## src/rtl/axioma_int_ctrl_if.sv

```systemverilog
// CPU-side interrupt handshake for axioma_int_ctrl.
// master: the CPU core (drives qualifiers and acknowledges).
// slave : the interrupt controller (presents request and vector).
interface axioma_int_ctrl_if;
  logic       global_ie;
  logic       insn_boundary;
  logic       irq_ack;
  logic       reti;
  logic       irq_req;
  logic [4:0] irq_vector;
  logic       in_service;

  modport master (
    output global_ie, insn_boundary, irq_ack, reti,
    input  irq_req, irq_vector, in_service
  );

  modport slave (
    input  global_ie, insn_boundary, irq_ack, reti,
    output irq_req, irq_vector, in_service
  );
endinterface

```

## src/rtl/axioma_int_ctrl.sv

```systemverilog
// axioma_int_ctrl: fixed-priority interrupt controller (source i -> vector i+1,
// index 0 highest). IDLE -> PEND on a qualified instruction boundary, PEND ->
// SERVICE on CPU ack (one-cycle flag-clear pulse), SERVICE -> IDLE on RETI.
// Optional macro AXIOMA_INT_SYNC_EN adds a 2-flop synchronizer on irq_lines
// ahead of the request sample register.
module axioma_int_ctrl #(
  parameter int unsigned NUM_IRQ = 25
) (
  input  logic               clk,
  input  logic               reset,
  input  logic [NUM_IRQ-1:0] irq_lines,
  axioma_int_ctrl_if.slave   cpu,
  output logic [NUM_IRQ-1:0] irq_clear,
  output logic [1:0]         debug_state
);

  typedef enum logic [1:0] {
    IDLE    = 2'b00,
    PEND    = 2'b01,
    SERVICE = 2'b10
  } state_t;

  state_t             state;
  logic [NUM_IRQ-1:0] req_s;
  logic [4:0]         idx_reg;
  logic [4:0]         first_idx;
  logic               any_req;
  logic               irq_req_q;
  logic [4:0]         irq_vector_q;
  logic               in_service_q;

`ifdef AXIOMA_INT_SYNC_EN
  logic [NUM_IRQ-1:0] sync1;
  logic [NUM_IRQ-1:0] sync2;

  // Two-flop synchronizer followed by the request sample register.
  always_ff @(posedge clk or posedge reset) begin
    if (reset) begin
      sync1 <= '0;
      sync2 <= '0;
      req_s <= '0;
    end else begin
      sync1 <= irq_lines;
      sync2 <= sync1;
      req_s <= sync2;
    end
  end
`else
  // Request sample register: one cycle of latency on irq_lines.
  always_ff @(posedge clk or posedge reset) begin
    if (reset) req_s <= '0;
    else       req_s <= irq_lines;
  end
`endif

  // Fixed-priority pick: scanning downward leaves the lowest active index.
  always_comb begin
    first_idx = '0;
    any_req   = |req_s;
    for (int unsigned i = NUM_IRQ; i > 0; i--) begin
      if (req_s[i-1]) first_idx = 5'(i - 1);
    end
  end

  // Controller FSM with all CPU-visible outputs registered alongside state.
  always_ff @(posedge clk or posedge reset) begin
    if (reset) begin
      state        <= IDLE;
      idx_reg      <= '0;
      irq_req_q    <= 1'b0;
      irq_vector_q <= '0;
      irq_clear    <= '0;
      in_service_q <= 1'b0;
    end else begin
      irq_clear <= '0;
      case (state)
        IDLE: begin
          if (cpu.global_ie && cpu.insn_boundary && any_req) begin
            idx_reg      <= first_idx;
            irq_vector_q <= first_idx + 5'd1;
            irq_req_q    <= 1'b1;
            state        <= PEND;
          end
        end
        PEND: begin
          // Ack is tested first so it wins over a simultaneous cancel.
          if (cpu.irq_ack) begin
            irq_clear    <= {{(NUM_IRQ-1){1'b0}}, 1'b1} << idx_reg;
            irq_req_q    <= 1'b0;
            irq_vector_q <= '0;
            in_service_q <= 1'b1;
            state        <= SERVICE;
          end else if (!req_s[idx_reg] || !cpu.global_ie) begin
            irq_req_q    <= 1'b0;
            irq_vector_q <= '0;
            state        <= IDLE;
          end
        end
        SERVICE: begin
          if (cpu.reti) begin
            in_service_q <= 1'b0;
            state        <= IDLE;
          end
        end
        default: begin
          irq_req_q    <= 1'b0;
          irq_vector_q <= '0;
          in_service_q <= 1'b0;
          state        <= IDLE;
        end
      endcase
    end
  end

  assign cpu.irq_req    = irq_req_q;
  assign cpu.irq_vector = irq_vector_q;
  assign cpu.in_service = in_service_q;
  assign debug_state    = state;

endmodule

```

## src/flat_wrapper.sv

```systemverilog
// flat-port wrapper written by rule: the top's interface ports become plain ports
module axioma_int_ctrl_flat 
#(
  parameter int unsigned NUM_IRQ = 25
)
  (clk, reset, irq_lines, irq_clear, debug_state, cpu_global_ie, cpu_insn_boundary, cpu_irq_ack, cpu_reti, cpu_irq_req, cpu_irq_vector, cpu_in_service);
  axioma_int_ctrl_if cpu_i ();
  input  logic clk;
  input  logic reset;
  input  logic [NUM_IRQ-1:0] irq_lines;
  output logic [NUM_IRQ-1:0] irq_clear;
  output logic [1:0] debug_state;
  input wire logic [$bits(cpu_i.global_ie)-1:0] cpu_global_ie;
  input wire logic [$bits(cpu_i.insn_boundary)-1:0] cpu_insn_boundary;
  input wire logic [$bits(cpu_i.irq_ack)-1:0] cpu_irq_ack;
  input wire logic [$bits(cpu_i.reti)-1:0] cpu_reti;
  output wire logic [$bits(cpu_i.irq_req)-1:0] cpu_irq_req;
  output wire logic [$bits(cpu_i.irq_vector)-1:0] cpu_irq_vector;
  output wire logic [$bits(cpu_i.in_service)-1:0] cpu_in_service;
  assign cpu_i.global_ie = cpu_global_ie;
  assign cpu_i.insn_boundary = cpu_insn_boundary;
  assign cpu_i.irq_ack = cpu_irq_ack;
  assign cpu_i.reti = cpu_reti;
  assign cpu_irq_req = cpu_i.irq_req;
  assign cpu_irq_vector = cpu_i.irq_vector;
  assign cpu_in_service = cpu_i.in_service;
  axioma_int_ctrl #(.NUM_IRQ(NUM_IRQ)) u_core (.clk(clk), .reset(reset), .irq_lines(irq_lines), .cpu(cpu_i), .irq_clear(irq_clear), .debug_state(debug_state));
endmodule
```

## config.mk

```make
export PLATFORM = sky130hd
export DESIGN_NAME = axioma_int_ctrl_flat
export DESIGN_NICKNAME = d
export VERILOG_FILES = /design/src/rtl/axioma_int_ctrl_if.sv /design/src/rtl/axioma_int_ctrl.sv /design/src/flat_wrapper.sv
export SDC_FILE = /design/constraint.sdc
export NUM_CORES = 1
export LEC_CHECK = 0
export CORE_MARGIN = 8
export CORE_UTILIZATION = 30
export DETAILED_ROUTE_END_ITERATION = 10
export RECOVER_POWER = 100
export SLEW_MARGIN = 0
export SYNTH_ARGS = -nofsm -noshare
export SYNTH_HDL_FRONTEND = slang
export SYNTH_SLANG_ARGS = --single-unit
```

## constraint.sdc

```tcl
create_clock -name clk -period 2.74 [get_ports clk]
set_clock_uncertainty 0.2 [all_clocks]
set_input_delay 0.685 -clock clk [delete_from_list [all_inputs] [get_ports clk]]
set_output_delay 0.685 -clock clk [all_outputs]
set_load 0.1 [all_outputs]
```

; ---- Word level (Yosys, flattened, before mapping)
; Cells that the tools add are included.
[totals]
latch_bits = 0
input_bits = 31
rom_bits = 0
memories = 0
regBits = 64
mem_bits_rw = 0
output_inout_bits = 34
[op_classes]
n_eq_ne = 6
n_mux = 45
bitwise_logic = 2
order_cmp = 1
addsub = 1
n_mul = 0
n_reduce_logical = 11
n_shift = 1
div = 0
[op_table]
columns = cell, n
row1 = $mux W5, 28
row2 = $mux W25, 2
row3 = $reduce_or A25 Y1, 1
row4 = $shl A1 B5 Y25 const A, 1
row5 = $pmux W5 S3, 1
row6 = $reduce_and A3 Y1, 3
row7 = $mux W2, 4
row8 = $lt A5 B6 Y1 const B, 1
row9 = $mux W1, 6
row10 = $pmux W1 S3, 2
row11 = $pmux W2 S3, 1
row12 = $add A5 B1 Y5 const B, 1
row13 = $bmux W1 S5, 1
row14 = $ne A2 B2 Y1 const B, 2
row15 = $ne A3 B2 Y1 const B, 1
row16 = $eq A2 B1 Y1 const B, 1
row17 = $eq A2 B2 Y1 const B, 1
row18 = $logic_and A1 B1 Y1, 2
row19 = $logic_not A1 Y1, 2
row20 = $logic_not A2 Y1, 1
row21 = $ne A2 B1 Y1 const B, 1
row22 = $not A1 Y1, 2
row23 = $reduce_and A2 Y1, 1
row24 = $logic_or A1 B1 Y1, 1

; ---- Depth between registers and ports, before layout
[depth]
word_depth = 28
ltp_mapped = 10
ltp_nobuf = 10

; ---- Worst setup path after synthesis
; No wires, ideal clock.
[synth_timing]
path_type = flip-flop to flip-flop
startpoint = register u_core.state[0] (netlist: u_core.debug_state[0])
endpoint = register u_core.irq_req_q (netlist: u_core.cpu.irq_req)
setup_slack_ns = 0.379
period_less_slack_ns = 2.361
t_required_ns = 2.454
t_arrival_ns = 2.075
n_path_buf = 0
path_stages_with_launch = 6
setup_time_ns = 0.086
cell_sequence = dfrtp_1 > nor4bb_1 > o41ai_1 > a221o_1 > or2_2 > a2bb2oi_1
[synth_between]
elab_chain_len = 3
word_cells_on_any_way = 8
[synth_lines]
columns = item, line
row1 = "start, declared", axioma_int_ctrl.sv:23  ; state_t state;
row2 = "start signal, assigned", axioma_int_ctrl.sv:68  ; state <= IDLE;
row3 = "start signal, assigned", axioma_int_ctrl.sv:82  ; state <= PEND;
row4 = "start signal, assigned", axioma_int_ctrl.sv:92  ; state <= SERVICE;
row5 = "$eq A2 B1 Y1, or another cell as far along", axioma_int_ctrl.sv:76  ; case (state)
row6 = "$ne A3 B2 Y1 (no line), or another cell as far along", -
row7 = $reduce_and A3 Y1 (no line), -
row8 = "end signal, assigned", axioma_int_ctrl.sv:70  ; irq_req_q <= 1'b0;
row9 = "end signal, assigned", axioma_int_ctrl.sv:81  ; irq_req_q <= 1'b1;
row10 = "end signal, assigned", axioma_int_ctrl.sv:89  ; irq_req_q <= 1'b0;
row11 = "end, declared", axioma_int_ctrl.sv:28  ; logic irq_req_q;
; Several ways; a longest one is shown, not always the timed one.
; A chain may end at the register's enable or synchronous reset.

; ---- Final worst setup path
[layout_timing]
startpoint = register u_core.req_s[21]
endpoint = register u_core.irq_vector_q[4] (netlist: u_core.cpu.irq_vector[4])
[layout_between]
elab_chain_len = 25
word_cells_on_any_way = 34
[layout_lines]
columns = item, line
row1 = "start, declared", axioma_int_ctrl.sv:24  ; logic [NUM_IRQ-1:0] req_s;
row2 = "start signal, assigned", axioma_int_ctrl.sv:52  ; else req_s <= irq_lines;
row3 = $mux W5 (22 in a row), axioma_int_ctrl.sv:61  ; if (req_s[i-1]) first_idx = 5'(i - 1);
row4 = net u_core.first_idx[1], axioma_int_ctrl.sv:26  ; logic [4:0] first_idx;
row5 = $add A5 B1 Y5, axioma_int_ctrl.sv:80  ; irq_vector_q <= first_idx + 5'd1;
row6 = $mux W5, axioma_int_ctrl.sv:78  ; if (cpu.global_ie && cpu.insn_boundary && any_req) begin
row7 = $pmux W5 S3, axioma_int_ctrl.sv:76
row8 = "end signal, assigned", axioma_int_ctrl.sv:80
row9 = "end, declared", axioma_int_ctrl.sv:29  ; logic [4:0] irq_vector_q;
; The timed path passes the listed nets, and every way through them passes these cells. The select of a mux whose other input is x is not followed.

==> results.json <==
{
  "path_max_fanout": 5,
  "vias_in_the_first_global_route": 2054,
  "relSlewSlack": 0.224,
  "p_leak_nw": 1.53,
  "fp-row-count": 34,
  "worst_pin_slew_ns": 1.17,
  "starting_density_of_the_core": 0.304,
  "dominantRegCellSynth": "sky130_fd_sc_hd__dfrtp_1",
  "worst_slack_ns": 0.229,
  "drt_drc_violations_left": 0,
  "io_pins": 65,
  "max-vdd-ir-drop_mv": 0.305,
  "cell_family_with_the_largest_share_of_critical_path_delay": "compound AO/OA/AOI/OAI gates",
  "drive_gt1_frac": 0.208,
  "worst_path_largest_cell_delay_ns": 0.44,
  "number_of_antenna_violations_at_the_first_check_in_global_routing": 0,
  "detailedPlace.worstSlack_ns": 0.0341,
  "regToRegStartpoint": "u_core.req_s[21]",
  "die_area_um2": 11900,
  "antenna_cells": 0,
  "grt_first_pass_wirelength_um": 10500,
  "dp.final_hpwl_um": 4780,
  "timing.final.crit_share": 0.916,
  "largest_net_degree_at_the_start_of_global_routing": 41,
  "min_to": "u_core.cpu.irq_vector[4]",
  "clock_tree.root_cell": "sky130_fd_sc_hd__clkbuf_8",
  "power.density_cell_area_nw_per_um2": 670,
  "core-area_um2": 8550,
  "h-tree-depth": 3,
  "post_drt_via_cell_ratio": 4.71,
  "postSynthCellCount": 224,
  "synth.yosys.warnings": 0,
  "first_pass_iters": 3,
  "synth_cell_types": 48,
  "async_s_r_ff_share_synth": 1.00,
  "timing.critical_path.slowest_stage_cell": "sky130_fd_sc_hd__a2111oi_1",
  "cp-start-kind": "register",
  "route.vias.total": 1934,
  "die_w_um": 109,
  "cts_hold_buf": 0,
  "tns_setup_ns": 0,
  "clock_latency_ns": 0.34,
  "cts_made_buffers": 9,
  "clock_pin_slew_worst_setup_and_hold_paths_ns": 0.07,
  "synthesis.nets": 256,
  "crit_buf_inv": 1,
  "worstHoldPathCells": 1,
  "routed_wire_length_per_instance_um": 15.1,
  "grt.overflow.total": 0,
  "placement.io_buffers": 64,
  "cts_sinks": 64,
  "most_common_cell_after_layout_fill_and_taps_aside": "sky130_fd_sc_hd__dfrtp_1",
  "syn_area_um2": 2600,
  "area_delta_synth_final_pct": 30.0,
  "hp-class": "register to register",
  "mostFrequentLayoutCells": "sky130_fd_sc_hd__dfrtp_1 (64), sky130_fd_sc_hd__nor2_1 (41), sky130_fd_sc_hd__clkbuf_2 (31), sky130_fd_sc_hd__dlygate4sd3_1 (27), sky130_fd_sc_hd__nand2_1 (19)",
  "global_route.usage.total": 0.114,
  "unrepaired_setup_endpoints_after_global_routing": "no",
  "gpl.final_weighted_congestion": 0.763,
  "worstPathRequired_ns": 2.82,
  "final_net_count": 330,
  "cts.path.max_buffers": 2,
  "die_h_um": 109,
  "final_worst_path_period_need_ns": 2.51,
  "criticalPathCategory": "register to register",
  "avgSynthCellArea_um2": 11.6,
  "yosysSeqAreaShare": 0.616,
  "antenna_violating_nets_remaining": 0,
  "tritoncts_clock_tree": "done",
  "finalSetupViolCount": 0,
  "cp_capture_type": "register",
  "drt_wl_total_um": 6190,
  "critical_path.reg2reg.endpoint": "u_core.cpu.irq_vector[4]",
  "slew_violations": 0,
  "r2r_cells": 9,
  "top_regs": "u_core.irq_clear: 25 flops, u_core.req_s: 25 flops",
  "fmax_mhz": 398,
  "result_of_the_run": "finished, final reports clean",
  "synth_enable_flop_cells": 0,
  "register_bit_count_reported_by_yosys": 64,
  "cap_viol_max_count": 0,
  "hold_viol": 0,
  "min_from": "u_core.cpu.irq_vector[4]",
  "crit_path_cell_trace": "o31ai_1, o311ai_0, a2111oi_1, buf_4, o31a_1, ha_1, nand2_1, o22ai_1, a32o_1",
  "worstPathArrival_ns": 2.59,
  "timing.reg2reg.setup_slack_ns": 0.23,
  "drt_iter0_drc": 79
}
repair_timing:
action / 4_1_cts / 5_1_grt
setup buffers: 0 / 0
gates resized for setup: 0 / 2
setup endpoints to repair: 0 / 1
report_power, final:
group          internal, W  leakage (nW)  switching, W  total, W
clock             0.000415        0.0920      0.000344  0.000759
combinational     0.000140         0.612      0.000294  0.000434
sequential        0.000997         0.822     0.0000774   0.00107
per-stage QoR:
step | hold WS, ns | cells | power, W | utilization | cell area (um^2)
6_report | 0.297 | 411 | 0.00227 | 0.396 | 3380
3_5_place_dp | 0.290 | 395 | 0.00156 | 0.387 | 3310
2_1_floorplan | 0.343 | 224 | 0.00141 | - | 2600
4_1_cts | 0.306 | 411 | 0.00233 | 0.409 | 3500
3_3_place_gp | 0.286 | 395 | 0.00155 | 0.387 | 3310
5_1_grt | 0.338 | 411 | 0.00239 | 0.396 | 3380
synthesized netlist by cell type (2+ instances only):
| cell type | number | area [um^2] |
|---|---|---|
| sky130_fd_sc_hd__mux4_2 | 4 | 90.1 |
| sky130_fd_sc_hd__nand2b_1 | 5 | 31.3 |
| sky130_fd_sc_hd__nor2b_1 | 2 | 12.5 |
| sky130_fd_sc_hd__nor4_1 | 6 | 37.5 |
| sky130_fd_sc_hd__nor3_1 | 6 | 30.0 |
| sky130_fd_sc_hd__a311oi_1 | 2 | 17.5 |
| sky130_fd_sc_hd__dfrtp_1 | 64 | 1600 |
| sky130_fd_sc_hd__nand3b_1 | 2 | 15.0 |
| sky130_fd_sc_hd__a21oi_1 | 7 | 35.0 |
| sky130_fd_sc_hd__or2_4 | 2 | 17.5 |
| sky130_fd_sc_hd__nor2_1 | 41 | 154 |
| sky130_fd_sc_hd__mux2i_1 | 3 | 30.0 |
| sky130_fd_sc_hd__nand3_1 | 2 | 10.0 |
| sky130_fd_sc_hd__a2111oi_0 | 2 | 17.5 |
| sky130_fd_sc_hd__inv_1 | 12 | 45.0 |
| sky130_fd_sc_hd__o21ai_0 | 9 | 45.0 |
| sky130_fd_sc_hd__a22o_2 | 2 | 20.0 |
| sky130_fd_sc_hd__or4_1 | 2 | 15.0 |
| sky130_fd_sc_hd__nand2_1 | 19 | 71.3 |
| sky130_fd_sc_hd__clkbuf_1 | 3 | 11.3 |
| sky130_fd_sc_hd__o221ai_1 | 2 | 17.5 |
routing by layer:
metal,global-route usage,vias to the layer above,part of all wire,wire (um)
met5,0,-,0,0
met4,0.0381,0,0.011,70
met3,0.0526,8,0.085,524
met2,0.186,52,0.48,2970
met1,0.129,932,0.42,2620
li1,-,942,-,-
logic make-up (layout without fill, tap and decap cells):
logic type | count (synthesis) | in the layout | share of synthesized area
simple gates | 94 | 94 | 0.172
fa+ha+maj | 1 | 1 | 0.00481
mux | 9 | 9 | 0.0621
xor+xnor | 1 | 1 | 0.00337
compound gates | 39 | 39 | 0.118
buf+inv | 16 | 95 | 0.0245
flops | 64 | 64 | 0.616
area by class of cell:
cell class / instances / area (um^2)
Timing Repair Buffer: 67 / 489
Clock inverter: 6 / 60.1
Inverter: 12 / 45.0
Multi-Input combinational cell: 144 / 923
Tap cell: 108 / 135
Fill cell: 822 / 5170
Clock buffer: 10 / 128
Sequential cell: 64 / 1600
how the worst max path moves through the flow:
| stage | to | cells after the start | from |
|---|---|---|---|
| global route | u_core.cpu.irq_vector[3] | 6 | u_core.req_s[16] |
| detailed placement | u_core.cpu.irq_req | 6 | cpu_global_ie |
| global placement | u_core.cpu.irq_vector[0] | 6 | cpu_global_ie |
| floorplan | u_core.cpu.in_service | 1 | reset |
| CTS | u_core.cpu.irq_vector[4] | 10 | u_core.req_s[23] |
| finish | u_core.cpu.irq_vector[4] | 9 | u_core.req_s[21] |
Power figures use the tool's default switching activity.
